--- src/rtl/pipeline_split.sv ---
// pipeline_split: fans one ready/valid input out to OUTPUT_COUNT independent
// ready/valid outputs. Each output owns a 2-entry buffer (main + skid). Because
// of that buffer, input_ready is computed from registered occupancy only, and
// the block still sustains one word per cycle when every consumer is ready.
module pipeline_split #(
    parameter int WORD_WIDTH   = 8,
    parameter int OUTPUT_COUNT = 2,
    localparam int TOTAL_WIDTH = WORD_WIDTH * OUTPUT_COUNT
) (
    input  logic                    clock,
    input  logic                    clear_n,
    input  logic                    input_valid,
    output logic                    input_ready,
    input  logic [TOTAL_WIDTH-1:0]  input_data,
    output logic [OUTPUT_COUNT-1:0] output_valid,
    input  logic [OUTPUT_COUNT-1:0] output_ready,
    output logic [TOTAL_WIDTH-1:0]  output_data
);

    typedef logic [1:0] count_t;

    localparam count_t CNT_EMPTY = 2'd0;
    localparam count_t CNT_ONE   = 2'd1;
    localparam count_t CNT_FULL  = 2'd2;

    // Per-output storage. main always holds the oldest undelivered word.
    logic [OUTPUT_COUNT-1:0][WORD_WIDTH-1:0] main_q, main_d;
    logic [OUTPUT_COUNT-1:0][WORD_WIDTH-1:0] skid_q, skid_d;
    count_t [OUTPUT_COUNT-1:0]               count_q, count_d;

    logic [OUTPUT_COUNT-1:0] full;
    logic [OUTPUT_COUNT-1:0] deq;
    logic                    acc;

    // Status decode from registered occupancy only.
    always_comb begin
        output_valid = '0;
        full         = '0;
        for (int j = 0; j < OUTPUT_COUNT; j++) begin
            output_valid[j] = (count_q[j] != CNT_EMPTY);
            full[j]         = (count_q[j] == CNT_FULL);
        end
    end

    // A full buffer on any output stalls the whole input; no partial accepts.
    assign input_ready = clear_n & ~(|full);
    assign acc         = input_valid & input_ready;
    assign deq         = output_valid & output_ready;
    assign output_data = main_q;

    // Per-output next state: enqueue on accept, dequeue on drain.
    always_comb begin
        // NOTE: every *_d gets its hold value first so no path leaves it unassigned (no latch).
        main_d  = main_q;
        skid_d  = skid_q;
        count_d = count_q;
        for (int j = 0; j < OUTPUT_COUNT; j++) begin
            unique case ({acc, deq[j]})
                2'b10: begin
                    if (count_q[j] == CNT_EMPTY) begin
                        count_d[j] = CNT_ONE;
                        main_d[j]  = input_data[WORD_WIDTH*j +: WORD_WIDTH];
                    end else begin
                        count_d[j] = CNT_FULL;
                        skid_d[j]  = input_data[WORD_WIDTH*j +: WORD_WIDTH];
                    end
                end
                2'b01: begin
                    if (count_q[j] == CNT_FULL) begin
                        count_d[j] = CNT_ONE;
                        main_d[j]  = skid_q[j];
                    end else begin
                        count_d[j] = CNT_EMPTY;
                    end
                end
                2'b11: begin
                    // Only reachable with exactly one word held: stream through main.
                    count_d[j] = CNT_ONE;
                    main_d[j]  = input_data[WORD_WIDTH*j +: WORD_WIDTH];
                end
                default: ;
            endcase
        end
    end

    // State registers with synchronous clear that overrides any handshake.
    always_ff @(posedge clock) begin
        if (!clear_n) begin
            // NOTE: the data buffers are cleared too, since output_data must read zero after reset.
            main_q  <= '0;
            skid_q  <= '0;
            count_q <= '0;
        end else begin
            // NOTE: non-blocking assignments so all registers update from pre-edge values.
            main_q  <= main_d;
            skid_q  <= skid_d;
            count_q <= count_d;
        end
    end

endmodule

--- config.mk ---
export PLATFORM = sky130hd
export DESIGN_NAME = pipeline_split
export DESIGN_NICKNAME = d
export VERILOG_FILES = /design/src/rtl/pipeline_split.sv
export SDC_FILE = /design/constraint.sdc
export NUM_CORES = 1
export LEC_CHECK = 0
export ABC_CLOCK_PERIOD_IN_PS = 2390
export CAP_MARGIN = 15
export CORE_MARGIN = 1.5
export CORE_UTILIZATION = 35
export DETAILED_ROUTE_END_ITERATION = 8
export PLACE_DENSITY = 0.67
export SLEW_MARGIN = 30
export SYNTH_ARGS = -nofsm -noshare
export SYNTH_HDL_FRONTEND = slang
export SYNTH_SLANG_ARGS = --single-unit
--- constraint.sdc ---
create_clock -name clock -period 2.39 [get_ports clock]
set_clock_uncertainty 0.2 [all_clocks]
set_input_delay 0.717 -clock clock [delete_from_list [all_inputs] [get_ports clock]]
set_output_delay 0.717 -clock clock [all_outputs]
set_load 0.05 [all_outputs]
==> metrics.yaml <==
status: "finished clean"
nNetsFinal: 231
area_growth_pct: 38.3
internal_power_mw: 0.983
synth-edff-count: 0
powerDensity_nw_per_um2: 577
core_um2: 4690
synth_cell_types: 30
finalHoldViolCount: 0
gp_routability_congestion: 0.681
dieWidth_um: 72.5
synth_nets: 179
diodes: 0
cts_tree: "built"
drt_iter0_markers: 49
grt_use_total: 0.142
drt-pass1-iter-count: 4
clockPowerShare: 0.318
clkTransAtPathRegs_ps: 70
yosysSeqAreaShare: 0.426
slowest_delay_ps: 820
async_flop_share: 0
cp.arrival_ps: 1430
ir_drop_mv: 0.301
holdBufCountCts: 0
cts_setup_buffers: 0
drive_above_1_share: 0.251
p_sw_frac: 0.272
cp.required_ps: 1470
avgSynthCellArea_um2: 10.7
p_sw_mw: 0.368
synthTopCellsByCount: "36 x dfxtp_1, 24 x mux2i_1, 18 x nor2b_1"
yosys_warnings: 0
fmax_mhz: 427
postLayoutCoreUtil: 0.499
rsz0062_at_grt: "no"
post-route-period-util: 0.980
dieHeight_um: 72.5
die_area_um2: 5260
hpwl_mm: 2.43
grt_pass1_wl_mm: 5.77
hp-start: "skid_q[12]$_SDFFE_PN0P_"
synth_ff_type: "dfxtp_1"
setup_viol: 0
drc_errors: 0
synth.top_cell.area_share: 0.426
critical_path_class: "register to output pin"
p_seq_frac: 0.472
numPortBuffers: 39
relSlewSlack: 0.656
ios: 40
crit_slowest_cell: "clkdlybuf4s50_1"
htree_levels: 2
maxSlewViolCount: 0
cp-end-kind: "output pin"
period_needed_ps: 2340
rows: 25
grt.overflow.total: 0
p_leak_nw: 0.942
startpoint: "output_data[7]$_SDFFE_PN0P_"
path_cells: "clkdlybuf4s50_1"
start_kind: "register"
path_max_fanout: 2
grt_max_degree: 37
num_vias: 1300
grt_pass1_vias: 1262
ys_seq_elements: 36
path_buf_inv: 1
drv_cap: 0
yosys.cell_count.top_type: "dfxtp_1"
reg2reg_from: "count_q[0]$_SDFFE_PN0P_"
via_per_inst: 4.91
cts.sinks: 36
start_util: 0.361
ant_nets: 0
tns_ps: 0
crit_family: "buffers and inverters"
cts_made_buffers: 5
max-clock-path-buffers: 2
wl_per_cell_um: 13.4
antenna_found_initial: 0
comb_power_share: 0.210
synth_cells: 158
clk_latency_ps: 280
hold_class: "register to register"
synthTopCellsByArea: "dfxtp_1 43%, mux2i_1 14%, nor2b_1 6.7%"
yosys.area.top_type: "dfxtp_1"
worstMarginPinSlew_ps: 514
nFillCells: 453
synthesis.area_um2: 1690
wl_mm: 3.54
cts-root-buf: "clkbuf_8"
## through the flow
stage	setup WS [ps]	cell area, µm²	cells	total power, mW	hold slack (ps)
after floorplan	21.0	1700	158	0.826	278
after global placement	-214	2250	257	0.935	296
after detailed placement	-235	2250	257	0.936	305
after CTS	21.0	2340	265	1.37	325
after global routing	6.27	2340	265	1.41	343
final	46.7	2340	265	1.35	318
## state kept, by name, summed over array words and instances, names as in the netlist
register	cells
output_data	16
count_q	4
skid_q	16
## cell usage in the layout (no fill, tap or decap), types with 3 or more instances in the layout
cell type | Yosys | final
dfxtp_1 | 36 | 36
nor2b_1 | 18 | 17
a21oi_1 | 10 | 10
inv_1 | 3 | 3
buf_4 | 1 | 24
o211a_1 | 8 | 8
mux2i_1 | 24 | 24
clkdlybuf4s50_1 | 0 | 27
mux2_2 | 8 | 8
nor2_1 | 3 | 3
buf_12 | 0 | 4
nand3b_1 | 8 | 8
o31ai_1 | 8 | 8
clkbuf_8 | 0 | 6
## worst paths after layout
check	end	slack, ps	cells past startpoint
min reg2reg	skid_q[12]$_SDFFE_PN0P_	320	2
max reg2reg	output_data[12]$_SDFFE_PN0P_	440	6
max	output_data[7]	50	1
min	skid_q[12]$_SDFFE_PN0P_	320	2
## power groups by stage
stage / registers, mW / logic [mW] / clock network, mW
floorplan: 0.717 / 0.109 / 0
global placement: 0.652 / 0.283 / 0
detailed placement: 0.651 / 0.285 / 0
CTS: 0.638 / 0.285 / 0.447
global route: 0.640 / 0.302 / 0.469
finish: 0.638 / 0.284 / 0.429
## cell type report
type	instances	area, µm²	area share
Multi-Input combinational cell	108	908	0.388
Sequential cell	36	721	0.308
Timing Repair Buffer	56	539	0.230
Clock buffer	6	82.6	0.0353
Tap cell	54	67.6	0.0289
Inverter	3	11.3	0.00481
Clock inverter	2	10.0	0.00428
## cell families (layout without fill, tap and decap cells)
group | Yosys count | after routing | synth area share
muxes | 32 | 32 | 0.195
and+or+nand+nor | 44 | 44 | 0.178
AOI/OAI and AO/OA | 32 | 32 | 0.155
DFF | 36 | 36 | 0.426
buffers and inverters | 14 | 67 | 0.0451
## routing by layer
| layer | vias up | track usage | routed length (µm) |
|---|---|---|---|
| li1 | 669 | - | - |
| met1 | 612 | 0.193 | 1750 |
| met2 | 17 | 0.220 | 1680 |
| met3 | 2 | 0.0250 | 91 |
| met4 | 0 | 0.0629 | 23 |
| met5 | - | 0 | 0 |
## repair_timing
item,CTS,global route
endpoints found under the setup margin,1,1
endpoints found under the hold margin,0,0
resized for setup,1,1
cloned,0,0
No activity file was read; power rests on OpenSTA's default activity.
